**src/rtl/gray_timing_pkg.sv**
```systemverilog
// Timing constants and monitor state encoding shared by the Gray-counter tick
// generator and the receive-side period monitor.
package gray_timing_pkg;

   localparam int unsigned DEFAULT_DISTANCE = 100000000;
   localparam int unsigned DEFAULT_CNT_W    = 28;

   typedef enum logic [1:0] {
      StIdle    = 2'd0,
      StMeasure = 2'd1,
      StLocked  = 2'd2
   } mon_state_e;

endpackage

```
**src/rtl/pulse_period_monitor.sv**
```systemverilog
// Measures the interval between one-cycle ticks, classifies it against a tolerance
// window around the nominal period and reports lock after consecutive good periods.
module pulse_period_monitor
   import gray_timing_pkg::*;
#(
   parameter int unsigned CNT_W    = DEFAULT_CNT_W,
   parameter int unsigned DISTANCE = DEFAULT_DISTANCE,
   parameter int unsigned TOL      = 1000,
   parameter int unsigned LOCK_CNT = 3
) (
   input  logic             clk,
   input  logic             rst,
   input  logic             pulse_in,
   input  logic             clr_err,
   output logic [CNT_W-1:0] period_out,
   output logic             period_valid,
   output logic             locked,
   output logic             err_early,
   output logic             err_late,
   output logic             err_sticky
);

   localparam int unsigned      NOM       = DISTANCE + 1;
   localparam logic [CNT_W-1:0] TMO_VAL   = CNT_W'(NOM + TOL);
   localparam logic [CNT_W-1:0] EARLY_LIM = CNT_W'(NOM - TOL);
   localparam int unsigned      GW        = (LOCK_CNT > 1) ? $clog2(LOCK_CNT + 1) : 1;
   localparam logic [GW-1:0]    LOCK_VAL  = GW'(LOCK_CNT);

   mon_state_e       state_q, state_d;
   logic [CNT_W-1:0] elapsed_q, elapsed_d;
   logic [GW-1:0]    good_q, good_d;
   logic [CNT_W-1:0] period_q, period_d;
   logic             valid_q, valid_d;
   logic             locked_q, locked_d;
   logic             early_q, early_d;
   logic             late_q, late_d;
   logic             sticky_q, sticky_d;

   logic [CNT_W-1:0] meas;
   logic             timeout;
   logic             too_early;

   assign meas      = elapsed_q + CNT_W'(1);
   assign timeout   = (state_q != StIdle) && (elapsed_q == TMO_VAL);
   assign too_early = meas < EARLY_LIM;

   always_comb begin
      elapsed_d = elapsed_q;
      state_d   = state_q;
      good_d    = good_q;
      period_d  = period_q;
      valid_d   = 1'b0;
      early_d   = 1'b0;
      late_d    = 1'b0;

      if (pulse_in) begin
         elapsed_d = '0;
      end else if (elapsed_q != '1) begin
         elapsed_d = elapsed_q + CNT_W'(1);
      end

      unique case (state_q)
         StIdle: begin
            if (pulse_in) begin
               state_d = StMeasure;
               good_d  = '0;
            end
         end
         StMeasure, StLocked: begin
            if (timeout) begin
               // A pulse exactly on the timeout cycle is reported and becomes the new reference.
               late_d  = 1'b1;
               good_d  = '0;
               state_d = pulse_in ? StMeasure : StIdle;
               if (pulse_in) begin
                  valid_d  = 1'b1;
                  period_d = meas;
               end
            end else if (pulse_in) begin
               valid_d  = 1'b1;
               period_d = meas;
               if (too_early) begin
                  early_d = 1'b1;
                  good_d  = '0;
                  state_d = StMeasure;
               end else begin
                  if (good_q != LOCK_VAL) begin
                     good_d = good_q + GW'(1);
                  end
                  if (good_d == LOCK_VAL) begin
                     state_d = StLocked;
                  end
               end
            end
         end
         default: begin
            state_d = StIdle;
            good_d  = '0;
         end
      endcase

      locked_d = (state_d == StLocked);

      if (early_d || late_d) begin
         sticky_d = 1'b1;
      end else if (clr_err) begin
         sticky_d = 1'b0;
      end else begin
         sticky_d = sticky_q;
      end
   end

   always_ff @(posedge clk or negedge rst) begin
      if (!rst) begin
         state_q   <= StIdle;
         elapsed_q <= '0;
         good_q    <= '0;
         period_q  <= '0;
         valid_q   <= 1'b0;
         locked_q  <= 1'b0;
         early_q   <= 1'b0;
         late_q    <= 1'b0;
         sticky_q  <= 1'b0;
      end else begin
         state_q   <= state_d;
         elapsed_q <= elapsed_d;
         good_q    <= good_d;
         period_q  <= period_d;
         valid_q   <= valid_d;
         locked_q  <= locked_d;
         early_q   <= early_d;
         late_q    <= late_d;
         sticky_q  <= sticky_d;
      end
   end

   assign period_out   = period_q;
   assign period_valid = valid_q;
   assign locked       = locked_q;
   assign err_early    = early_q;
   assign err_late     = late_q;
   assign err_sticky   = sticky_q;

endmodule

```
**config.mk**
```make
export PLATFORM = sky130hd
export DESIGN_NAME = pulse_period_monitor
export DESIGN_NICKNAME = d
export VERILOG_FILES = /design/src/rtl/gray_timing_pkg.sv /design/src/rtl/pulse_period_monitor.sv
export SDC_FILE = /design/constraint.sdc
export NUM_CORES = 1
export LEC_CHECK = 0
export BUFFER_PORTS_ARGS = -buffer_cell sky130_fd_sc_hd__clkbuf_2
export CORE_UTILIZATION = 58
export DETAILED_ROUTE_END_ITERATION = 8
export PLACE_DENSITY_LB_ADDON = 0.15
export SLEW_MARGIN = 20
export SYNTH_ARGS = -nofsm -noshare
export SYNTH_HDL_FRONTEND = slang
export SYNTH_SLANG_ARGS = --single-unit
```
**constraint.sdc**
```tcl
create_clock -name clk -period 3.7 [get_ports clk]
set_clock_uncertainty 0.05 [all_clocks]
set_input_delay 0.555 -clock clk [delete_from_list [all_inputs] [get_ports clk]]
set_output_delay 0.555 -clock clk [all_outputs]
set_load 0.01 [all_outputs]
```
==> results of run 1 <==
flip-flops by register name, indices dropped and copies added, names as in the netlist:
| register | count |
|---|---|
| period_out | 28 |
| period_valid | 1 |
| err_early | 1 |
| err_sticky | 1 |
| state_q | 2 |
| locked | 1 |
| elapsed_q | 28 |
| err_late | 1 |
| good_q | 2 |
cell families (layout without fill, tap and decap cells):
logic type	Yosys count	count (layout)	share of synthesized area [%]
AND/OR/NAND/NOR	114	114	20.7
multiplexers	4	4	1.35
buffers and inverters	28	65	3.81
flip-flops	65	65	50.0
XOR/XNOR	25	25	6.74
AO/OA/AOI/OAI	86	86	15.8
adder cells (fa/ha/maj)	4	4	1.54
worst paths after layout:
path | end | slack [ps] | from
max | elapsed_q[0] | 630 | elapsed_q[0]
min | elapsed_q[26] | 250 | rst
max reg2reg | elapsed_q[0] | 630 | elapsed_q[0]
min reg2reg | period_out[5] | 430 | period_out[5]
max in group asynchronous | period_valid | 2610 | rst
min in group clk | err_sticky | 420 | clr_err
area by class of cell:
cell class                      count  area share, %
Clock buffer                        9           3.39
Clock inverter                      7           1.95
Inverter                            9          0.925
Multi-Input combinational cell    233           41.1
Sequential cell                    65           44.5
Tap cell                           70           2.40
Timing Repair Buffer               40           5.75
metrics by stage:
stage	util (%)	area [sq um]	hold WS, ps	cells
floorplan	-	3250	209	326
global placement	66.0	3460	411	417
detailed placement	66.0	3460	420	417
CTS	69.8	3650	268	433
global route	69.8	3650	303	433
finish	69.8	3650	250	433
cells in the final DEF (no fill, tap or decap), drive strengths merged, types with 2 or more instances in the layout:
| master | count |
|---|---|
| nand2b | 3 |
| o211ai | 2 |
| o21ai | 60 |
| clkinvlp | 3 |
| nand2 | 46 |
| clkbuf | 45 |
| nor4b | 2 |
| or3 | 2 |
| a21oi | 6 |
| a211oi | 4 |
| nor3 | 6 |
| nand3 | 19 |
| and4 | 2 |
| xnor2 | 10 |
| nor3b | 2 |
| nand4 | 7 |
| clkinv | 3 |
| o22ai | 3 |
| nor2 | 10 |
| and3 | 3 |
| inv | 9 |
| or4b | 2 |
| dfrtp | 65 |
| mux2 | 3 |
| buf | 4 |
| xor2 | 15 |
| or2 | 2 |
| and2b | 2 |
| nor4 | 4 |
| ha | 4 |
cells in the mapped netlist, drive strengths merged (5+ instances only):
library cell and count:
xnor2 10, inv 9, nor3 6, dfrtp 65
clkbuf 14, a21oi 6, nand2 46, buf 5
nand3 19, nand4 7, nor2 10, o21ai 60
xor2 15
per-layer routing:
layer / share of wire [%] / wire (microns) / up-vias / GRT usage, %
met5: 0 / 0 / - / 0
met3: 4.8 / 320 / 14 / 6.79
met2: 48 / 3210 / 52 / 41.1
li1: - / - / 1215 / -
met4: 1.9 / 125 / 0 / 11.7
met1: 45 / 2980 / 1178 / 32.9
power groups by stage:
| stage | Sequential, mW | Clock (mW) | Combinational, mW |
|---|---|---|---|
| after CTS | 0.745 | 0.601 | 0.146 |
| final | 0.745 | 0.588 | 0.144 |
| after floorplan | 0.764 | 0 | 0.0840 |
| after detailed placement | 0.759 | 0 | 0.145 |
| after global routing | 0.748 | 0.627 | 0.167 |
| after global placement | 0.758 | 0 | 0.143 |
worst reg2reg max path, delay by kind of cell (launching register included):
family	cells	cell delay, ps
multiplexers	1	370
adder cells (fa/ha/maj)	1	320
flip-flops	1	510
AND/OR/NAND/NOR	4	1710
==> impl_summary.log, run 1 <==
[metrics] antenna violations before repair: 0
[metrics] power consumption: 1.48 mW
[metrics] number of instances in the synthesized netlist: 326
[metrics] final-layout setup total negative slack: 0 ps
[metrics] net switching power: 0.393 mW
[metrics] Chip Height: 76.9 microns
[metrics] share of post-route cells with drive strength above 1: 21.5%
[metrics] Detailed Route Iter0 Violations: 121
[metrics] highest attainable clock frequency: 0.326 GHz
[metrics] fraction of power spent switching nets: 26.6%
[metrics] Total Routed Length: 6.63 mm
[metrics] share of synthesized flip-flops with an asynchronous set or reset: 100%
[metrics] area share of the largest cell type after synthesis: 50.0%
[metrics] number of fill cells: 417
[metrics] combined global-route utilization of all metal layers: 25.8%
[metrics] max cap viols: 0
[metrics] peak per-stage delay on the critical path: 970 ps
[metrics] Bufs on Longest Clock Path: 2
[metrics] internal power consumption: 1.08 mW
[metrics] final routed wire length divided by cell count: 15.3 microns
[metrics] first-pass GRT wire length: 11.7 mm
[metrics] final routed DRC violation total: 0
[metrics] critical path arrival: 3250 ps
[metrics] IR Drop Worst-Case VDD: 0.324 mV
[metrics] endpoint kind of the worst setup timing path: flop
[metrics] nets in the synthesized netlist: 334
[metrics] area taken by multi-input logic gates: 1500 sq um
[metrics] Slew headroom: 44.5%
[metrics] number of global-route vias before repair: 2463
[metrics] number of levels in the clock H-tree: 3
[metrics] total core area: 5240 sq um
[metrics] ant diodes: 0
[metrics] number of placement rows: 26
[metrics] portion of total power attributed to combinational logic: 9.7%
[metrics] mean instance size in the synthesized netlist: 9.97 sq um
[metrics] total grt overflow: 0
[metrics] Tcrit/Tclk final: 83.0%
[metrics] area grow syn2layout: 12.4%
[metrics] via-per-instance ratio: 5.68
[metrics] antenna violation net count after detailed routing: 0
[metrics] total clock sinks: 65
[metrics] post-cts hold buffer count: 0
[metrics] Final Wtd Congestion: 0.866
[metrics] Buffers & Inverters on Critical Path: 0
[metrics] unrepaired setup endpoints after global routing: no
[metrics] cell area after technology mapping: 3250 sq um
[metrics] number of stages on the worst setup path: 6
[metrics] slew of the pin with the lowest slew margin: 832 ps
[metrics] Post-synth EDFFs: 0
[metrics] CTS buffer count: 9
[metrics] overall die area: 5910 sq um
[metrics] DPL Wire Length: 4.66 mm
[metrics] data required time of the critical path: 3880 ps
[metrics] crit-path leading delay family: simple AND/OR/NAND/NOR gates
[metrics] FF/Latch Area: 1630 sq um
[metrics] most common flop cell mapped by yosys: sky130_fd_sc_hd__dfrtp_1
[metrics] buffers inserted by post-CTS timing repair: 0
[metrics] Setup WS post-layout: 629 ps
[metrics] class of the tightest hold or removal check: input pin to async pin
[metrics] Clk Latency, worst-skew pair: 350 ps
[metrics] FF+latch count, synth: 65
[metrics] final critical-path required period: 3070 ps
[metrics] number of cells on the worst reg-to-reg path: 6
[metrics] maximum number of pins on one net before global-route repair: 39
[metrics] count of warnings emitted by yosys: 0
[metrics] number of distinct standard cells referenced by the synthesized netlist: 59
[metrics] nature of the critical path startpoint: flop
[metrics] post-synthesis sequential area ratio: 50.0%
[metrics] peak fanout along the critical path: 29
[metrics] sequential power share: 50.5%
[metrics] number of resized instances in the post-cts repair step: 0
[metrics] Slowest cell on crit path: sky130_fd_sc_hd__or4b_2
[metrics] max-slew violation count: 0
[metrics] clock share of power: 39.8%
[metrics] horizontal die dimension: 76.9 microns
[metrics] overall via count from detail_route: 2459
[metrics] Setup Viol. Count Final: 0
[metrics] static leakage: 1.66 nW
[metrics] nets@finish: 366
[metrics] final number of hold-violating endpoints: 0
[metrics] router iterations before antenna repair: 4
[metrics] clock root buffer: sky130_fd_sc_hd__clkbuf_8
[metrics] PortBufs: 36
[metrics] Setup CP Type: flop to flop
[metrics] Placement Setup Slack: 677 ps
[metrics] sequence of cells on the critical path: ha_1 -> nand4_2 -> nor3_4 -> nand2_1 -> or4b_2 -> mux2_2
[metrics] initial standard-cell utilization of the core: 62.1%
[metrics] run status: complete, no violations
[metrics] largest cells by area after synthesis: sky130_fd_sc_hd__dfrtp_1 (50%), sky130_fd_sc_hd__o21ai_0 (8.8%), sky130_fd_sc_hd__nand2_1 (5.3%)
[metrics] CTS tree: built
[metrics] pwr dens: 404 nW/um^2
[metrics] total I/O pin count: 37
[metrics] Clock transition at path regs: 70 ps
[metrics] post-synth top area cell: sky130_fd_sc_hd__dfrtp_1
No activity file was read; power rests on OpenSTA's default activity.
==> run 2, diff against run 1 <==
--- a/config.mk
+++ b/config.mk
@@ -5,8 +5,9 @@
 export SDC_FILE = /design/constraint.sdc
 export NUM_CORES = 1
 export LEC_CHECK = 0
+export ABC_AREA = 1
 export BUFFER_PORTS_ARGS = -buffer_cell sky130_fd_sc_hd__clkbuf_2
-export CORE_UTILIZATION = 58
+export CORE_UTILIZATION = 59
 export DETAILED_ROUTE_END_ITERATION = 8
 export PLACE_DENSITY_LB_ADDON = 0.15
 export SLEW_MARGIN = 20
==> constraint.sdc (replaced) <==
create_clock -name clk -period 2.9 [get_ports clk]
set_clock_uncertainty 0.05 [all_clocks]
set_input_delay 0.435 -clock clk [delete_from_list [all_inputs] [get_ports clk]]
set_output_delay 0.435 -clock clk [all_outputs]
set_load 0.01 [all_outputs]
==> run 2 against run 1 <==
  * Via count is 20% higher
  * Synthesized cell count rose by 38%
  * Global-route usage up 3.2 points
  * Largest cell class unchanged
  * Highest routed layer unchanged
==> impl_summary.log, run 2 <==
[metrics] overall die area: 6200 sq um
[metrics] CTS buffer count: 9
[metrics] horizontal die dimension: 78.8 microns
[metrics] cell area after technology mapping: 3480 sq um
[metrics] total core area: 5610 sq um
[metrics] final-layout setup total negative slack: 0 ps
[metrics] count of warnings emitted by yosys: 0
[metrics] total clock sinks: 65
[metrics] sequence of cells on the critical path: ha_1 -> nand2_2 -> nor2_4 -> nand2_4 -> inv_1 -> nand2_1 -> nand2_1 -> inv_1 -> a21oi_1 -> nor2_1 -> nand2_1 -> nand2_1 -> nand2_2 -> nand3_2 -> nand2_1 -> nand2_1 -> nand3_1 -> inv_1
[metrics] post-cts hold buffer count: 0
[metrics] final critical-path required period: 2460 ps
[metrics] router iterations before antenna repair: 5
[metrics] IR Drop Worst-Case VDD: 0.361 mV
[metrics] share of the synthesized area in compound gates (AO/OA/AOI/OAI): 10.9%
[metrics] Setup CP Type: flop to flop
[metrics] leading cell type by number of instances after synthesis: sky130_fd_sc_hd__nand2_1
[metrics] area share of the largest cell type after synthesis: 46.8%
[metrics] initial standard-cell utilization of the core: 62.0%
[metrics] number of global-route vias before repair: 2853
[metrics] max cap viols: 0
[metrics] first-pass GRT wire length: 13.5 mm
[metrics] peak per-stage delay on the critical path: 440 ps
[metrics] largest cells by area after synthesis: sky130_fd_sc_hd__dfrtp_1 (47%), sky130_fd_sc_hd__nand2_1 (13%), sky130_fd_sc_hd__o21ai_0 (8.8%)
[metrics] final routed DRC violation total: 0
[metrics] number of placement rows: 27
[metrics] ant diodes: 0
[metrics] peak fanout along the critical path: 6
[metrics] multiplexer share of the synthesized area: 0%
[metrics] Post-Place Cells: 552
[metrics] most common cell after layout, fill and taps aside: sky130_fd_sc_hd__nand2_1
[metrics] critical path arrival: 2650 ps
[metrics] endpoint kind of the worst setup timing path: flop
[metrics] number of fill cells: 486
[metrics] number of distinct standard cells referenced by the synthesized netlist: 32
[metrics] nature of the critical path startpoint: flop
[metrics] total I/O pin count: 37
[metrics] overall via count from detail_route: 2958
[metrics] post-synthesis sequential area ratio: 46.8%
[metrics] Non-Filler Instances: 568
[metrics] fraction of the mapped netlist area in adder cells: 1.44%
[metrics] Post-Synth XOR/XNOR Area: 1.73%
[metrics] number of resized instances in the post-cts repair step: 0
[metrics] Post-synth EDFFs: 0
[metrics] number of instances in the synthesized netlist: 451
[metrics] Setup Viol. Count Final: 0
[metrics] number of levels in the clock H-tree: 3
[metrics] most frequent cells in the layout: sky130_fd_sc_hd__nand2_1 (125), sky130_fd_sc_hd__dfrtp_1 (65), sky130_fd_sc_hd__o21ai_0 (61)
[metrics] simple-gate area share of the yosys netlist: 31.2%
[metrics] static leakage: 1.92 nW
[metrics] Detailed Route Iter0 Violations: 281
[metrics] unrepaired setup endpoints after global routing: no
[metrics] buffers inserted by post-CTS timing repair: 0
[metrics] via-per-instance ratio: 5.21
[metrics] antenna violations before repair: 0
[metrics] final number of hold-violating endpoints: 0
[metrics] Total Routed Length: 7.95 mm
[metrics] mean instance size in the synthesized netlist: 7.71 sq um
[metrics] Slowest cell on crit path: sky130_fd_sc_hd__dfrtp_1
[metrics] total grt overflow: 0
[metrics] data required time of the critical path: 3080 ps
[metrics] cell mode on critical path: sky130_fd_sc_hd__nand2_1
[metrics] FF+latch count, synth: 65
[metrics] crit-path leading delay family: simple AND/OR/NAND/NOR gates
[metrics] antenna violation net count after detailed routing: 0
[metrics] nets@finish: 499
[metrics] clock root buffer: sky130_fd_sc_hd__clkbuf_8
[metrics] Slew headroom: 53.2%
[metrics] Clock transition at path regs: 70 ps
[metrics] run status: complete, no violations
[metrics] most common flop cell mapped by yosys: sky130_fd_sc_hd__dfrtp_1
[metrics] highest attainable clock frequency: 0.406 GHz
[metrics] share of post-route cells with drive strength above 1: 17.1%
[metrics] max-slew violation count: 0
[metrics] slew of the pin with the lowest slew margin: 701 ps
[metrics] PortBufs: 36
[metrics] list of most frequent post-synthesis cells: sky130_fd_sc_hd__nand2_1 (125), sky130_fd_sc_hd__dfrtp_1 (65), sky130_fd_sc_hd__o21ai_0 (61)
[metrics] CTS tree: built
[metrics] final routed wire length divided by cell count: 14.0 microns
[metrics] share of synthesized flip-flops with an asynchronous set or reset: 100%
[metrics] DPL Wire Length: 6.01 mm
[metrics] Final Wtd Congestion: 0.915
[metrics] Chip Height: 78.8 microns
[metrics] class of the tightest hold or removal check: input pin to async pin
[metrics] Bufs on Longest Clock Path: 2
[metrics] Clk Latency, worst-skew pair: 340 ps
[metrics] Buffers & Inverters on Critical Path: 3
[metrics] post-synth top area cell: sky130_fd_sc_hd__dfrtp_1
[metrics] Tcrit/Tclk final: 85.0%
[metrics] nets in the synthesized netlist: 459
[metrics] area grow syn2layout: 12.9%
[metrics] largest family of logic cells by synthesized area: simple AND/OR/NAND/NOR gates
[metrics] pwr dens: 481 nW/um^2
[metrics] combined global-route utilization of all metal layers: 29.0%
[metrics] maximum number of pins on one net before global-route repair: 40
-- run 2: cell types whose count changed after synthesis, sizes merged, moves of 4 or more --
| cell | before | now |
|---|---|---|
| a211oi | 4 | 0 |
| clkbuf | 14 | 10 |
| inv | 9 | 61 |
| nand2 | 46 | 136 |
| nand4 | 7 | 11 |
| nor2 | 10 | 50 |
| xnor2 | 10 | 0 |
| xor2 | 15 | 6 |
-- run 2: through the flow --
stage | util (%) | worst slack [ps] | power [mW] | area [sq um] | hold slack [ps]
floorplan | - | 944 | 1.14 | 3480 | 89.4
global placement | 66.9 | 531 | 1.23 | 3750 | 413
detailed placement | 66.9 | 462 | 1.24 | 3750 | 423
CTS | 69.9 | 452 | 1.91 | 3920 | 91.9
global route | 69.9 | 230 | 1.98 | 3920 | 131
finish | 69.9 | 436 | 1.89 | 3920 | 80.7
-- run 2: logic make-up after synthesis --
kind of cell / count (synthesis)
flip-flops: 65
adder cells (fa/ha/maj): 4
XOR/XNOR: 6
buffers and inverters: 73
AND/OR/NAND/NOR: 231
AO/OA/AOI/OAI: 72
-- run 2: path summary, 6_finish.rpt --
| kind | slack (ps) | cells after the start | from | to |
|---|---|---|---|---|
| max in group asynchronous | 2070 | 2 | rst | elapsed_q[25] |
| setup reg to reg | 440 | 18 | elapsed_q[0] | locked |
| min in group clk | 300 | 4 | clr_err | err_sticky |
| setup / recovery | 440 | 18 | elapsed_q[0] | locked |
| hold reg to reg | 430 | 2 | period_out[12] | period_out[12] |
| hold / removal | 80 | 1 | rst | period_out[7] |
-- run 2: cell type report --
class	count	area [sq um]	share of cell area, %
Clock buffer	11	141	3.60
Clock inverter	5	31.3	0.797
Inverter	61	229	5.84
Sequential cell	65	1630	41.5
Multi-Input combinational cell	313	1570	40.1
Timing Repair Buffer	41	230	5.87
Tap cell	72	90.1	2.30
-- run 2: routing by layer --
metal	up-vias	share of wire [%]	track usage, %
met2	86	46	45.4
met5	-	0	0
met3	18	3.9	4.37
met4	0	2.6	14.8
li1	1505	-	-
met1	1349	47	39.3
-- run 2: power breakdown --
part	switching, mW	internal, mW
combinational	0.171	0.0780
clock	0.340	0.330
sequential	0.0236	0.944
==> run 3, diff against run 2 <==
--- a/config.mk
+++ b/config.mk
@@ -7,7 +7,7 @@
 export LEC_CHECK = 0
 export ABC_AREA = 1
 export BUFFER_PORTS_ARGS = -buffer_cell sky130_fd_sc_hd__clkbuf_2
-export CORE_UTILIZATION = 59
+export CORE_UTILIZATION = 53
 export DETAILED_ROUTE_END_ITERATION = 8
 export PLACE_DENSITY_LB_ADDON = 0.15
 export SLEW_MARGIN = 20
==> constraint.sdc (replaced) <==
create_clock -name clk -period 2.1 [get_ports clk]
set_clock_uncertainty 0.05 [all_clocks]
set_input_delay 0.315 -clock clk [delete_from_list [all_inputs] [get_ports clk]]
set_output_delay 0.315 -clock clk [all_outputs]
set_load 0.01 [all_outputs]
==> run 3 against run 2 <==
  * The flow now finishes with violations (setup timing)
  * Critical endpoint unchanged
  * Via count grew 8.8%
  * Worst hold slack improved by 100 ps
  * Cell count up 7.6%
==> impl_summary.log, run 3 (same netlist as run 2, synthesis figures left out) <==
[metrics] unrepaired setup endpoints after global routing: yes
[metrics] area grow syn2layout: 25.8%
[metrics] endpoint kind of the worst setup timing path: flop
[metrics] CTS tree: built
[metrics] peak fanout along the critical path: 5
[metrics] met2 capacity usage during global routing: 44.0%
[metrics] cell mode on critical path: sky130_fd_sc_hd__nand2_2
[metrics] Bufs on Longest Clock Path: 2
[metrics] first-pass GRT wire length: 14.8 mm
[metrics] IR Drop Worst-Case VDD: 0.568 mV
[metrics] total I/O pin count: 37
[metrics] antenna violations before repair: 0
[metrics] total clock sinks: 65
[metrics] Setup Viol. Count Final: 28
[metrics] number of levels in the clock H-tree: 3
[metrics] most frequent cells in the layout: sky130_fd_sc_hd__nand2_1 (115), sky130_fd_sc_hd__dfrtp_1 (65), sky130_fd_sc_hd__inv_1 (60)
[metrics] overall die area: 6890 sq um
[metrics] Final Wtd Congestion: 0.943
[metrics] met3 usage in global routing: 4.57%
[metrics] via-per-instance ratio: 5.27
[metrics] final instance area: 4370 sq um
[metrics] slew of the pin with the lowest slew margin: 549 ps
[metrics] busiest grt layer: met2
[metrics] critical path arrival: 2510 ps
[metrics] class of the tightest hold or removal check: input pin to flop
[metrics] Slew headroom: 63.4%
[metrics] final-layout setup total negative slack: -1680 ps
[metrics] number of placement rows: 29
[metrics] max cap viols: 0
[metrics] crit-path leading delay family: simple AND/OR/NAND/NOR gates
[metrics] met1 track utilization from global routing: 37.0%
[metrics] maximum number of pins on one net before global-route repair: 57
[metrics] Finished Core Util: 68.9%
[metrics] run status: complete, but fails checks
[metrics] horizontal die dimension: 83.0 microns
[metrics] DPL Wire Length: 6.47 mm
[metrics] number of fill cells: 564
[metrics] violations in the final reports: setup timing
[metrics] nets@finish: 537
[metrics] Slowest cell on crit path: sky130_fd_sc_hd__dfrtp_1
[metrics] sequence of cells on the critical path: ha_2 -> nand2_2 -> nor2_4 -> nand2_4 -> nor2_4 -> nand4_1 -> nand2_1 -> nand2_1 -> nor2_2 -> nand2_1 -> nor2_2 -> nand2_2 -> nand3_4 -> nand2_2 -> nand2_2 -> nand3_2 -> inv_1
[metrics] pwr dens: 644 nW/um^2
[metrics] Detailed Route Iter0 Violations: 204
[metrics] data required time of the critical path: 2340 ps
[metrics] launching point of the worst reg2reg path: elapsed_q[0]
[metrics] CTS buffer count: 9
[metrics] Setup WS post-layout: -174 ps
[metrics] router iterations before antenna repair: 5
[metrics] initial standard-cell utilization of the core: 54.7%
[metrics] Placement Setup Slack: -115 ps
[metrics] peak per-stage delay on the critical path: 360 ps
[metrics] combined global-route utilization of all metal layers: 27.5%
[metrics] Tcrit/Tclk final: 108%
[metrics] nature of the critical path startpoint: flop
[metrics] Total Routed Length: 9.06 mm
[metrics] antenna violation net count after detailed routing: 0
[metrics] total grt overflow: 0
[metrics] Clock transition at path regs: 80 ps
[metrics] final critical-path required period: 2270 ps
[metrics] number of global-route vias before repair: 3124
[metrics] max-slew violation count: 0
[metrics] beginning of the worst hold path: clr_err
[metrics] hold_ws: 184 ps
[metrics] share of post-route cells with drive strength above 1: 27.9%
[metrics] Setup crit start: elapsed_q[0]
[metrics] placement-stage cell area: 3970 sq um
[metrics] final number of hold-violating endpoints: 0
[metrics] Chip Height: 83.0 microns
[metrics] static leakage: 2.13 nW
[metrics] Buffers & Inverters on Critical Path: 1
[metrics] most common cell after layout, fill and taps aside: sky130_fd_sc_hd__nand2_1
[metrics] PortBufs: 36
[metrics] ant diodes: 0
[metrics] total core area: 6350 sq um
[metrics] final routed DRC violation total: 0
[metrics] Clk Latency, worst-skew pair: 340 ps
[metrics] Setup CP Type: flop to flop
[metrics] highest attainable clock frequency: 0.440 GHz
[metrics] final routed wire length divided by cell count: 14.8 microns
[metrics] clock root buffer: sky130_fd_sc_hd__clkbuf_8
[metrics] overall via count from detail_route: 3218
==> run 3: cell count changes in the layout (fill, tap and decap cells not counted), sizes merged <==
cell / before / now
buf: 5 / 43
bufinv: 0 / 1
clkbuf: 47 / 45
clkinv: 4 / 1
clkinvlp: 1 / 3
dlygate4sd3: 0 / 1
inv: 61 / 62
==> run 3: what timing repair did <==
item,4_1_cts,5_1_grt
hold buffers,1,0
resized for setup,10,29
hold endpoints to repair,23,0
setup buffers,2,6
endpoints found under the setup margin,9,35
gates cloned,0,1
pin swaps,0,18
==> run 3: worst register-to-register path, stage by stage (launching register included) <==
cell,delay (ps)
sky130_fd_sc_hd__dfrtp_1,360
sky130_fd_sc_hd__ha_2,200
sky130_fd_sc_hd__nand2_2,80
sky130_fd_sc_hd__nor2_4,180
sky130_fd_sc_hd__nand2_4,110
sky130_fd_sc_hd__nor2_4,210
sky130_fd_sc_hd__nand4_1,120
sky130_fd_sc_hd__nand2_1,110
sky130_fd_sc_hd__nand2_1,80
sky130_fd_sc_hd__nor2_2,110
sky130_fd_sc_hd__nand2_1,100
sky130_fd_sc_hd__nor2_2,100
sky130_fd_sc_hd__nand2_2,80
sky130_fd_sc_hd__nand3_4,80
sky130_fd_sc_hd__nand2_2,60
sky130_fd_sc_hd__nand2_2,80
sky130_fd_sc_hd__nand3_2,70
sky130_fd_sc_hd__inv_1,60
==> run 3: through the flow <==
| step | total power, mW | instances |
|---|---|---|
| finish | 2.82 | 611 |
| global route | 2.94 | 611 |
| CTS | 2.82 | 604 |
| detailed placement | 1.72 | 585 |
| global placement | 1.71 | 585 |
| floorplan | 1.57 | 451 |
==> run 3: cell type report <==
cell class / instances / area [sq um] / share of cell area, %
Multi-Input combinational cell: 313 / 1680 / 38.4
Sequential cell: 65 / 1630 / 37.2
Timing Repair Buffer: 79 / 537 / 12.3
Inverter: 61 / 229 / 5.23
Clock buffer: 10 / 138 / 3.15
Tap cell: 77 / 96.3 / 2.20
Clock inverter: 6 / 66.3 / 1.52
==> run 3: per-layer routing <==
metal,vias to the layer above,part of all wire [%]
met5,-,0
met3,16,4.4
met4,0,2.3
met1,1513,46
li1,1589,-
met2,100,48
==> run 3: path summary, 6_finish.rpt <==
path | slack (ps) | end | cells after the start
worst min register to register | 430 | period_out[13] | 2
worst max register to register | -170 | locked | 17
max in group asynchronous | 870 | elapsed_q[25] | 3
worst min-delay path | 180 | err_sticky | 4
min in group asynchronous | 430 | period_out[7] | 2
worst max-delay path | -170 | locked | 17
==> run 3: report_power, final <==
| part | switching (mW) | total [mW] | internal [mW] |
|---|---|---|---|
| Clock | 0.514 | 1.10 | 0.582 |
| Sequential | 0.0290 | 1.33 | 1.30 |
| Combinational | 0.261 | 0.389 | 0.128 |
